## src/rtl/mem_pkg.sv

```systemverilog
// Shared definitions for the unified-memory arbiter: default sizes and requester ids.
package mem_pkg;

  localparam int WORD_W       = 32;
  localparam int ADDR_W_DEF   = 32;
  localparam int DEPTH_DEF    = 128;
  localparam int MAX_WAIT_DEF = 4;

  // Requester identity; used to name the winner of the current cycle.
  typedef enum logic {
    REQ_C = 1'b0,
    REQ_D = 1'b1
  } req_e;

endpackage : mem_pkg

```

## src/rtl/mem_starve_ctr.sv

```systemverilog
// Saturating count of consecutive cycles the debug port was kept waiting.
// When the count reaches MAX_WAIT the debug port takes priority on the next contended cycle.
module mem_starve_ctr
  import mem_pkg::*;
#(
  parameter int MAX_WAIT = MAX_WAIT_DEF,
  parameter int CW       = $clog2(MAX_WAIT + 1)
) (
  input  logic          clk,
  input  logic          rst,
  input  logic          d_req,
  input  logic          d_gnt,
  output logic          d_prio,
  output logic [CW-1:0] wait_cnt
);

  logic [CW-1:0] cnt_q;
  logic [CW-1:0] cnt_d;

  // Next count: restart whenever D is idle or served, otherwise count up and saturate.
  always_comb begin
    // NOTE: every combinational output gets a default first so no path leaves it unassigned (no latch).
    cnt_d = cnt_q;
    if (!d_req || d_gnt) begin
      cnt_d = '0;
    end else if (cnt_q != CW'(MAX_WAIT)) begin
      cnt_d = cnt_q + 1'b1;
    end
  end

  // Count register with synchronous reset.
  always_ff @(posedge clk) begin
    // NOTE: state is updated with non-blocking assignments so all flops sample pre-edge values.
    if (rst) begin
      cnt_q <= '0;
    end else begin
      cnt_q <= cnt_d;
    end
  end

  assign d_prio   = (cnt_q == CW'(MAX_WAIT));
  assign wait_cnt = cnt_q;

endmodule : mem_starve_ctr

```

## src/rtl/mem_arbiter.sv

```systemverilog
// Two-requester arbiter for the single-port unified memory.
// C (CPU) has fixed priority; D (debug/loader) is guaranteed a slot after MAX_WAIT denials.
// Grants are combinational; read data, error and valid return one cycle later.
module mem_arbiter
  import mem_pkg::*;
#(
  parameter int DEPTH    = DEPTH_DEF,
  parameter int MAX_WAIT = MAX_WAIT_DEF,
  parameter int AW       = ADDR_W_DEF
) (
  input  logic              clk,
  input  logic              rst,
  input  logic              c_req,
  input  logic              c_we,
  input  logic [AW-1:0]     c_addr,
  input  logic [WORD_W-1:0] c_wdata,
  input  logic              d_req,
  input  logic              d_we,
  input  logic [AW-1:0]     d_addr,
  input  logic [WORD_W-1:0] d_wdata,
  output logic              c_gnt,
  output logic              d_gnt,
  output logic [WORD_W-1:0] c_rdata,
  output logic [WORD_W-1:0] d_rdata,
  output logic              c_rvalid,
  output logic              d_rvalid,
  output logic              c_err,
  output logic              d_err,
  output logic [AW-1:0]     mem_addr,
  output logic [WORD_W-1:0] mem_wdata,
  output logic              mem_we,
  output logic              mem_re,
  input  logic [WORD_W-1:0] mem_rdata
);

  localparam int CW = $clog2(MAX_WAIT + 1);

  logic          d_prio;
  logic [CW-1:0] wait_cnt;
  logic          any_gnt;
  logic          sel_we;
  logic          in_range;
  req_e          winner;

  logic              c_rvalid_q, c_rvalid_d, d_rvalid_q, d_rvalid_d;
  logic              c_err_q, c_err_d, d_err_q, d_err_d;
  logic [WORD_W-1:0] c_rdata_q, c_rdata_d, d_rdata_q, d_rdata_d;

  mem_starve_ctr #(
    .MAX_WAIT (MAX_WAIT),
    .CW       (CW)
  ) u_starve_ctr (
    .clk      (clk),
    .rst      (rst),
    .d_req    (d_req),
    .d_gnt    (d_gnt),
    .d_prio   (d_prio),
    .wait_cnt (wait_cnt)
  );

  // Arbitration and memory-side mux: pick one winner and present its access to the memory.
  always_comb begin
    c_gnt     = 1'b0;
    d_gnt     = 1'b0;
    winner    = REQ_C;
    mem_addr  = '0;
    mem_wdata = '0;
    sel_we    = 1'b0;
    if (!rst) begin
      if (d_req && (!c_req || d_prio)) begin
        d_gnt  = 1'b1;
        winner = REQ_D;
      end else if (c_req) begin
        c_gnt  = 1'b1;
      end
    end
    any_gnt = c_gnt || d_gnt;
    if (any_gnt) begin
      mem_addr  = (winner == REQ_D) ? d_addr  : c_addr;
      mem_wdata = (winner == REQ_D) ? d_wdata : c_wdata;
      sel_we    = (winner == REQ_D) ? d_we    : c_we;
    end
    // Out-of-range accesses are granted but never reach the memory.
    in_range = (mem_addr < AW'(DEPTH));
    mem_we   = any_gnt && in_range && sel_we;
    mem_re   = any_gnt && in_range && !sel_we;
  end

  // Response next-state: a grant produces a one-cycle valid; reads capture data, writes hold it.
  always_comb begin
    c_rvalid_d = c_gnt;
    d_rvalid_d = d_gnt;
    c_err_d    = c_gnt && !in_range;
    d_err_d    = d_gnt && !in_range;
    c_rdata_d  = c_rdata_q;
    d_rdata_d  = d_rdata_q;
    if (c_gnt) begin
      if (!in_range)    c_rdata_d = '0;
      else if (!sel_we) c_rdata_d = mem_rdata;
    end
    if (d_gnt) begin
      if (!in_range)    d_rdata_d = '0;
      else if (!sel_we) d_rdata_d = mem_rdata;
    end
  end

  // Response registers; reset also cancels a pulse already scheduled for this edge.
  always_ff @(posedge clk) begin
    if (rst) begin
      c_rvalid_q <= 1'b0;
      d_rvalid_q <= 1'b0;
      c_err_q    <= 1'b0;
      d_err_q    <= 1'b0;
      c_rdata_q  <= '0;
      d_rdata_q  <= '0;
    end else begin
      c_rvalid_q <= c_rvalid_d;
      d_rvalid_q <= d_rvalid_d;
      c_err_q    <= c_err_d;
      d_err_q    <= d_err_d;
      c_rdata_q  <= c_rdata_d;
      d_rdata_q  <= d_rdata_d;
    end
  end

  assign c_rvalid = c_rvalid_q;
  assign d_rvalid = d_rvalid_q;
  assign c_err    = c_err_q;
  assign d_err    = d_err_q;
  assign c_rdata  = c_rdata_q;
  assign d_rdata  = d_rdata_q;

endmodule : mem_arbiter

```

## config.mk

```make
export PLATFORM = sky130hd
export DESIGN_NAME = mem_arbiter
export DESIGN_NICKNAME = d
export VERILOG_FILES = /design/src/rtl/mem_pkg.sv /design/src/rtl/mem_starve_ctr.sv /design/src/rtl/mem_arbiter.sv
export SDC_FILE = /design/constraint.sdc
export NUM_CORES = 1
export LEC_CHECK = 0
export CORE_ASPECT_RATIO = 0.6
export CORE_MARGIN = 4
export CORE_UTILIZATION = 34
export DETAILED_ROUTE_END_ITERATION = 8
export GPL_TIMING_DRIVEN = 0
export PLACE_DENSITY = 0.74
export SLEW_MARGIN = 40
export SYNTH_ARGS = -nofsm -noshare
export SYNTH_HDL_FRONTEND = slang
export SYNTH_HIERARCHICAL = 1
export SYNTH_SLANG_ARGS = --single-unit
```

## constraint.sdc

```tcl
create_clock -name clk -period 3.2 [get_ports clk]
set_input_delay 0.8 -clock clk [delete_from_list [all_inputs] [get_ports clk]]
set_output_delay 0.8 -clock clk [all_outputs]
set_load 0.05 [all_outputs]
```

* Word-level counts from Yosys, hierarchy flattened *
Cells that the tools add are included.

word-level totals
  output and inout port bits = 136
  register bits = 71
  input bits = 166

cells by class
  multiplexer cells = 13
  equal/unequal tests = 3
  add/subtract/negate cells = 1
  order comparisons = 1
  reduce and logical (&&, ||, !) cells = 16

operators with widths
  kind                 number
  $mux 32              6
  $lt 32x8->1 const B  1
  $mux 1               7
  $logic_and 1x1->1    6
  $logic_not 1->1      4
  $reduce_and 2->1     2
  $add 3x1->3 const B  1
  $eq 3x3->1 const B   1
  $logic_or 1x1->1     3
  $ne 3x3->1 const B   1
  $ne 2x2->1 const B   1
  $reduce_or 2->1      1

* Longest topological paths before layout *
Gate-level depths: netlist (run 1).

  depth in word-level cells = 10
  gate-level depth with buffers = 12
  mapped depth without buffers = 9

* Modules after synthesis *
The synthesis (run 1) kept the hierarchy.

by module, submodules not included
  module          sequential area each (µm²)  instances  cells each  area an instance (µm²)
  mem_arbiter     1361.3                      1          557         4608.2
  mem_starve_ctr  60.1                        1          18          170.2

* Worst setup path after synthesis (run 1) *
No wires, ideal clock.

  path type = reg2out
  start point = register u_starve_ctr.cnt_q[0] (netlist: u_starve_ctr/wait_cnt[0])
  end point = output port mem_we
  required time = 2.400 ns
  setup slack = -1.171 ns
  stages on the path, launching flop included = 12
  data arrival time = 3.571 ns
  cell sequence = dfxtp_1 > inv_1 > ha_1 > and2_1 > nand2b_1 > buf_2 > a32oi_1 > nor2_1 > nor4_4 > nand4_2 > buf_2 > nor3b_1

on the way
  word-level cells in the longest chain between the ends = 10
  elaborated cells between the ends (all ways) = 15
  classes of those cells = order compare: 1; eq/ne: 1; mux: 8; reduce/logical: 5

ends and longest elaborated chain
  element                                      RTL line                              RTL
  start, declared                              mem_starve_ctr.sv:17                  logic [CW-1:0] cnt_q;
  start signal, assigned                       mem_starve_ctr.sv:37                  cnt_q <= cnt_d;
  $eq 3x3->1 (*)                               mem_starve_ctr.sv:41                  assign d_prio = (cnt_q == CW'(MAX_WAIT));
  via d_prio                                   mem_arbiter.sv:38                     logic d_prio;
  $logic_or 1x1->1 (*)                         mem_arbiter.sv:70                     if (d_req && (!c_req || d_prio)) begin
  $logic_and 1x1->1 (*)                        mem_arbiter.sv:70
  $mux 1                                       mem_arbiter.sv:70
  $mux 1                                       mem_arbiter.sv:69                     if (!rst) begin
  $mux 32 or $logic_or 1x1->1 (tied branches)  mem_arbiter.sv:79, mem_arbiter.sv:77
  $mux 32 (*)                                  mem_arbiter.sv:78                     if (any_gnt) begin
  via mem_addr[13]                             mem_arbiter.sv:29                     output logic [AW-1:0] mem_addr,
  $lt 32x8->1 (*)                              mem_arbiter.sv:84                     in_range = (mem_addr < AW'(DEPTH));
  $logic_and 1x1->1 (*) (2 in series)          mem_arbiter.sv:85                     mem_we = any_gnt && in_range && sel_we;
  end, declared                                mem_arbiter.sv:31                     output logic mem_we,

Mark *: on every way through the listed nets, which the timed path passes. The rest lies on a longest branch.

* Final worst setup path (run 1) *
  start point = register u_starve_ctr.cnt_q[1] (netlist: u_starve_ctr/wait_cnt[1])
  end point = output port mem_we

on the way
  word-level cells in the longest chain between the ends = 10
  elaborated cells between the ends (all ways) = 15
  classes of those cells = order compare: 1; eq/ne: 1; mux: 8; reduce/logical: 5

ends and longest elaborated chain
  element                                      RTL line
  $eq 3x3->1 (*)                               mem_starve_ctr.sv:41
  via d_prio                                   mem_arbiter.sv:38
  $logic_or 1x1->1 (*)                         mem_arbiter.sv:70
  $logic_and 1x1->1 (*)                        mem_arbiter.sv:70
  $mux 1                                       mem_arbiter.sv:70
  $mux 1                                       mem_arbiter.sv:69
  $mux 32 or $logic_or 1x1->1 (tied branches)  mem_arbiter.sv:79, mem_arbiter.sv:77
  $mux 32                                      mem_arbiter.sv:78
  $lt 32x8->1                                  mem_arbiter.sv:84
  $logic_and 1x1->1                            mem_arbiter.sv:85
  $logic_and 1x1->1 (*)                        mem_arbiter.sv:85

Marks and branches as above.

==> reports/qor.log, run 1 <==
[status] run status complete, but fails checks
[status] failing checks setup timing
[yosys] Synthesized Nets 743
[clocking] clock buffers created by TritonCTS 9
[routing] total via count after detailed routing 6384
[power] leak pwr 3.12 nW
[finish] fraction of final layout cells sized beyond drive strength 1 20.0%
[grt] GRT Resource Usage Total 28.3%
[sta] setup slack after layout -459 ps
[grt] initial antenna violation count 2
[place] DPL Wire Length 19.0 mm
[sta] worst clock skew 7.57 ps
[floorplan] Initial Utilization 34.9%
[grt] vias in the first global route 6308
[place] Placed Instances 1067
[critical_path] kind of critical path reg2out
[critical_path] Startpoint Class flop
[grt] gr ovfl total 0
[sta] Tmin final 3660 ps
[critical_path] data arrival time at the worst-slack endpoint 2860 ps
[critical_path] chain of cells forming the critical path inv_2, ha_4, and2_4, nand2b_4, clkbuf_16, a32oi_1, a21oi_1, nor4_4, nand4_4, buf_6, nor3b_4, buf_6
[finish] fill cell total of the finished layout 1173
[clocking] clock tree buffer depth 2
[finish] post-route non-filler standard cell count 1098
[routing] via count normalized by instance count 5.81
[sta] count of final setup violators 2
[clocking] number of clock sinks 71
[sta] part of the cycle the worst path needs 114%
[sta] highest achievable clock rate 273 MHz
[critical_path] FF-to-FF Start u_starve_ctr/wait_cnt[1]$_SDFFE_PP0P_
[grt] wire length of the first global-routing pass 36.1 mm
[yosys] fraction of synthesis flops using an asynchronous set or reset pin 0%
[finish] Antenna Diode Count 0
[critical_path] critical path launch point u_starve_ctr/wait_cnt[1]$_SDFFE_PP0P_
[critical_path] top fanout value on the critical path 7
[power] Design Power 0.00275 W
[yosys] post-synthesis sequential area ratio 29.7%
[routing] post-detailed-route DRC marker count 0
[routing] mean routed wirelength per cell 22.0 µm
[yosys] post-synthesis instance total 575
[power] power per unit of standard cell area 316 mW/mm²
[floorplan] number of rows in the core area 33
[yosys] combined area of all synthesized cells 0.00478 mm²
[floorplan] Die Y 99.8 µm
[clocking] clock tree from TritonCTS done
[place] routability-driven placement congestion ratio 0.949
[yosys] Netlist cell types 34
[routing] antenna violation net count after detailed routing 0
[routing] final wirelength 24.2 mm
[clocking] H-tree levels 3
[critical_path] total stage count of the critical path 12
[hold_path] Hold Path Origin d_rdata[6]$_SDFFE_PP0P_
[critical_path] Worst R2R Path Depth 12
[routing] DRT iter0 DRCs 401
[yosys] Synth top area share 29.7%
[sta] worst relative slew slack 43.9%
[critical_path] CP Capture Type output pin
[yosys] post-synthesis area per instance 8.31 µm²
[hold_path] WHS Path Cells 2
[power] IR drop worst, VDD 322 µV
[floorplan] Die Span X 161 µm
[flow_run] total of max-cap violations 0
[clocking] number of hold buffers added after cts 0
[critical_path] required time of the worst setup path 2400 ps
[finish] area delta synth->final 82.4%
[yosys] top cells by area in the synthesized netlist dfxtp_1 30%, a32oi_1 9.3%, a22o_1 8.4%
[yosys] largest area contributor in the synthesized netlist dfxtp_1
[critical_path] cell family contributing the most delay on the critical path simple AND/OR/NAND/NOR gates
[floorplan] top-level port count 302
[clocking] clock latency on the worst-skew pair 340 ps
[clocking] clock input transition at the sequential cells of the worst setup and hold paths 50 ps
[place] total of buffers placed on input and output ports 300
[floorplan] total die area 0.0161 mm²
[sta] Final Hold Viols 0
[hold_path] hold crit path type reg2reg
[yosys] number of synthesized flops with an enable pin 0
[critical_path] Critical Path Most Common Cell buf_6
[floorplan] Core Box Area 0.0137 mm²
[yosys] Yosys warnings 6
[critical_path] Buf/Inv on CP 4
[sta] tightest hold margin 482 ps
[finish] number of nets in the final layout 1070
[grt] maximum number of pins on one net before global-route repair 21
[sta] unrepaired setup endpoints after global routing yes
[critical_path] stage delay of the slowest cell on the critical path 330 ps
[yosys] flip-flop cell with the highest count after synthesis dfxtp_1
[yosys] most instantiated cells after synthesis 71 x dfxtp_1, 66 x clkbuf_1, 51 x a32oi_1
[routing] total iterations of the first detailed-routing run 5
[sta] Slew Limit Fails 0
[clocking] cell chosen for the clock root clkbuf_16
[critical_path] Slowest cell on crit path dfxtp_2
[yosys] cell with the most instances after synthesis dfxtp_1
[yosys] #FFs+latches synth 71
[sta] transition time of the tightest slew-check pin 842 ps
[cell usage in the layout, fill, tap and decap left out, types with 4 or more instances in the layout]
master           count
a21oi_2              5
a22o_1              44
a32oi_1             39
a32oi_2              7
a32oi_4              5
a41oi_1             32
and2_1               5
and3_1              33
buf_2               20
buf_4               30
buf_6               14
clkbuf_1            49
clkbuf_16           11
clkbuf_4            25
clkbuf_8             4
clkdlybuf4s50_1    222
dfxtp_1             69
dlygate4sd2_1       21
inv_1               32
nand2_1              5
nand3_1             35
nand3b_1            32
nor2_1              18
nor2_4               5
nor3_1              32
o21ai_1             32
o32ai_1             12
o32ai_2             20
[kinds of logic (layout without fill, tap and decap cells)]
group / after synthesis / in the layout / share of synthesized area, %
AO/OA/AOI/OAI: 204 / 204 / 37.4
AND/OR/NAND/NOR: 183 / 183 / 22.8
buffers and inverters: 115 / 446 / 9.56
flip-flops: 71 / 71 / 29.7
adder cells (fa/ha/maj): 2 / 2 / 0.524
[layout make-up]
cell class / count / area, µm² / share of cell area [%]
Buffer: 77 / 459 / 5.27
Clock buffer: 9 / 225 / 2.58
Clock inverter: 6 / 38.8 / 0.445
Inverter: 35 / 131 / 1.51
Multi-Input combinational cell: 389 / 3200 / 36.8
Sequential cell: 71 / 1420 / 16.3
Tap cell: 192 / 240 / 2.76
Timing Repair Buffer: 319 / 2990 / 34.3
[flip-flops by register name (all words and copies together) (netlist names)]
name,count
c_err,1
u_starve_ctr/wait_cnt,3
c_rdata,32
c_rvalid,1
d_err,1
d_rdata,32
d_rvalid,1
[path summary, 6_finish.rpt]
check / slack (ps) / to
worst max-delay path: -460 / mem_we
worst min-delay path: 480 / d_rdata[6]$_SDFFE_PP0P_
worst max register to register: 370 / d_rdata[19]$_SDFFE_PP0P_
worst min register to register: 480 / d_rdata[6]$_SDFFE_PP0P_
[power breakdown]
group / switching, W / internal, W / total, W
logic: 0.000564 / 0.000387 / 0.000951
clock network: 0.000390 / 0.000516 / 0.000907
registers: 0.00000381 / 0.000890 / 0.000894
[worst reg2reg max path: cells and delay by family, from the launching register on]
| kind | cells | cell delay [ps] |
|---|---|---|
| adders and majority gates | 1 | 150 |
| AOI/OAI and AO/OA | 4 | 760 |
| DFF | 1 | 330 |
| buffers and inverters | 4 | 840 |
| and+or+nand+nor | 3 | 680 |
[what timing repair did]
item                                    in CTS  in global routing
resized for setup                          329                 76
endpoints found under the setup margin     134                 50
cloned                                       1                  1
pin swaps                                   15                 17
hold endpoints to repair                     0                  0
buffers inserted                            10                  7
[metrics by stage]
| stage | setup slack, ps | instance area [µm²] | setup TNS, ps | utilization [%] |
|---|---|---|---|---|
| after floorplan | -293 | 4950 | -496 | - |
| after detailed placement | -2000 | 8200 | -125880 | 59.8 |
| final | -459 | 8710 | -822 | 63.6 |
| after CTS | -415 | 8460 | -748 | 61.7 |
| after global placement | -1960 | 8200 | -120260 | 59.8 |
| after global routing | -516 | 8710 | -978 | 63.6 |
[metal layers]
layer / part of all wire [%] / GRT usage, % / wire length (µm) / vias up
li1: - / - / - / 2931
met1: 41 / 36.5 / 9910 / 3075
met2: 47 / 46.6 / 11400 / 338
met3: 10 / 9.60 / 2470 / 36
met4: 1.5 / 5.70 / 370 / 4
met5: 0.11 / 0 / 27 / -
Note: power is estimated with default switching activity, not from simulation.
==> run 2: changes to the inputs <==
- CORE_MARGIN: 4 -> 3
- GPL_ROUTABILITY_DRIVEN: unset -> 0
==> run 2 against run 1 <==
  * The flow still finishes with violations (setup timing)
  * Clock-buffer cell count up 1
  * Core utilization up 3.3 points
  * Sequential power about the same
  * Total power up 7.6%
  * Hold slack worse by 9.1 ps
  * Cell area up 2.1%
  * Sequential share of layout area down 0.33 points
  * Routed wire length up 5.4%
==> reports/qor.log, run 2 (synthesis results as in run 1) <==
[sta] Tmin final 3610 ps [-53.0 ps]
[grt] gr ovfl total 0 [unchanged]
[clocking] clock buffers created by TritonCTS 9 [unchanged]
[routing] total iterations of the first detailed-routing run 5 [unchanged]
[sta] count of final setup violators 60 [+58]
[critical_path] data arrival time at the worst-slack endpoint 2810 ps [-50 ps]
[critical_path] r2r endpoint c_rdata[23]$_SDFFE_PP0P_
[floorplan] Die Span X 159 µm [-1.2%]
[clocking] number of clock sinks 71 [unchanged]
[finish] Antenna Diode Count 0 [unchanged]
[finish] commonest cells after routing, fill and taps aside 221 x clkdlybuf4s50_1, 69 x dfxtp_1, 45 x a22o_1, 45 x clkbuf_1, 40 x buf_4
[place] Placed Instances 1062 [-0.47%]
[routing] post-detailed-route DRC marker count 0 [unchanged]
[clocking] H-tree levels 3 [unchanged]
[finish] final core area utilization 66.9% [+3.3 points]
[finish] leading cell type in the layout, fill and taps excluded clkdlybuf4s50_1
[critical_path] Startpoint Class flop
[finish] number of nets in the final layout 1077 [+0.65%]
[power] IR drop worst, VDD 220 µV [-32%]
[critical_path] FF-to-FF Start u_starve_ctr/wait_cnt[0]$_SDFFE_PP0P_
[power] power per unit of standard cell area 333 mW/mm² [+5.4%]
[clocking] number of hold buffers added after cts 0 [unchanged]
[floorplan] Core Box Area 0.0133 mm² [-3.0%]
[critical_path] kind of critical path reg2out
[hold_path] hold crit path type reg2reg
[floorplan] total die area 0.0156 mm² [-3.2%]
[routing] DRT iter0 DRCs 569 [+42%]
[routing] antenna violation net count after detailed routing 0 [unchanged]
[routing] via count normalized by instance count 5.98 [+2.8%]
[flow_run] total of max-cap violations 0 [unchanged]
[floorplan] Die Y 97.8 µm [-2.0%]
[sta] unrepaired setup endpoints after global routing yes
[critical_path] top fanout value on the critical path 6 [-1]
[clocking] clock input transition at the sequential cells of the worst setup and hold paths 60 ps [about the same]
[finish] post-route non-filler standard cell count 1100 [+0.18%]
[grt] initial antenna violation count 1 [-1]
[sta] part of the cycle the worst path needs 113% [-1.7 points]
[place] DPL Wire Length 19.4 mm [+1.9%]
[finish] fraction of final layout cells sized beyond drive strength 1 23.1% [+3.1 points]
[critical_path] critical path launch point u_starve_ctr/wait_cnt[0]$_SDFFE_PP0P_
[hold_path] Hold Path Origin d_rdata[20]$_SDFFE_PP0P_
[floorplan] Initial Utilization 35.9% [+1.1 points]
[sta] highest achievable clock rate 277 MHz [+1.5%]
[power] leak pwr 3.23 nW [+3.4%]
[grt] maximum number of pins on one net before global-route repair 21 [unchanged]
[grt] wire length of the first global-routing pass 38.1 mm [+5.5%]
[floorplan] top-level port count 302 [unchanged]
[routing] mean routed wirelength per cell 23.2 µm [+5.2%]
[critical_path] required time of the worst setup path 2400 ps [about the same]
[sta] setup slack after layout -406 ps [+53.0 ps]
[hold_path] end point of the worst hold path d_rdata[20]$_SDFFE_PP0P_
[clocking] cell chosen for the clock root clkbuf_16
[status] run status complete, but fails checks
[sta] tightest hold margin 473 ps [-9.14 ps]
[critical_path] CP Capture Type output pin
[grt] vias in the first global route 6385 [+1.2%]
[grt] GRT Resource Usage Total 30.8% [+2.6 points]
[routing] total via count after detailed routing 6575 [+3.0%]
[clocking] clock tree buffer depth 2 [unchanged]
[sta] Slew Limit Fails 0 [unchanged]
[sta] Final Hold Viols 0 [unchanged]
[clocking] clock tree from TritonCTS done
[clocking] clock latency on the worst-skew pair 340 ps [about the same]
[floorplan] number of rows in the core area 32 [-3.0%]
[critical_path] Worst R2R Path Depth 21 [+9]
[finish] area delta synth->final 86.1%
[hold_path] WHS Path Cells 2 [unchanged]
[place] DP Worst Slack -2030 ps [-25.8 ps]
[routing] final wirelength 25.5 mm [+5.4%]
[sta] worst clock skew 6.72 ps [-0.852 ps]
[sta] transition time of the tightest slew-check pin 727 ps [-115 ps]
[power] Design Power 0.00296 W [+7.6%]
[critical_path] reg-to-reg slack, setup -400 ps [-770 ps]
[status] failing checks setup timing
[sta] worst relative slew slack 51.5% [+7.7 points]
[place] total of buffers placed on input and output ports 300 [unchanged]
==> run 2: timing repair <==
item                       in CTS  in global routing
setup endpoints to repair     134                 93
cloned                          1                  0
pin swaps                      22                  2
gates resized for setup       354                 44
buffers inserted               20                  5
==> run 2: worst max-delay path by stage <==
stage              to  slack [ps]
2_1_floorplan  mem_we        -290
3_3_place_gp   mem_we       -2040
3_5_place_dp   mem_we       -2030
4_1_cts        mem_we        -340
5_1_grt        mem_we        -520
6_report       mem_we        -410
==> run 2: worst max-delay path: stages, from the launching register on <==
cell and delay, ps:
dfxtp_2 340, inv_2 50, ha_4 150, and2_4 160, nand2b_4 200, buf_12 160
a32oi_4 220, a21oi_4 100, nor4_4 370, nand4_2 160, buf_6 180, nor3b_4 190
buf_6 180
==> run 2: power breakdown <==
part | switching [W] | internal [W] | leakage (nW) | total, W
registers | 0.00000428 | 0.000890 | 0.574 | 0.000895
logic | 0.000581 | 0.000387 | 2.50 | 0.000968
clock network | 0.000398 | 0.000701 | 0.159 | 0.00110
total | 0.000983 | 0.00198 | 3.23 | 0.00296
==> run 2: metrics by stage <==
| step | setup TNS (ps) | instance area [µm²] |
|---|---|---|
| 2_1_floorplan | -496 | 4950 |
| 3_3_place_gp | -120870 | 8190 |
| 3_5_place_dp | -124890 | 8190 |
| 4_1_cts | -11720 | 8860 |
| 5_1_grt | -24790 | 8890 |
| 6_report | -18040 | 8890 |
==> run 2: cell type report <==
cell class                      count  area, µm²
Fill cell                        1078       4400
Clock buffer                       10        239
Buffer                             77        517
Timing Repair Buffer              326       3010
Tap cell                          187        234
Clock inverter                      5       82.6
Inverter                           35        131
Multi-Input combinational cell    389       3250
Sequential cell                    71       1420
==> run 2: metal layers <==
metal / share of wire, % / global-route usage (%)
met4: 2.0 / 5.99
met3: 9.4 / 8.35
met2: 47 / 52.1
met5: 0.051 / 0
met1: 41 / 40.0
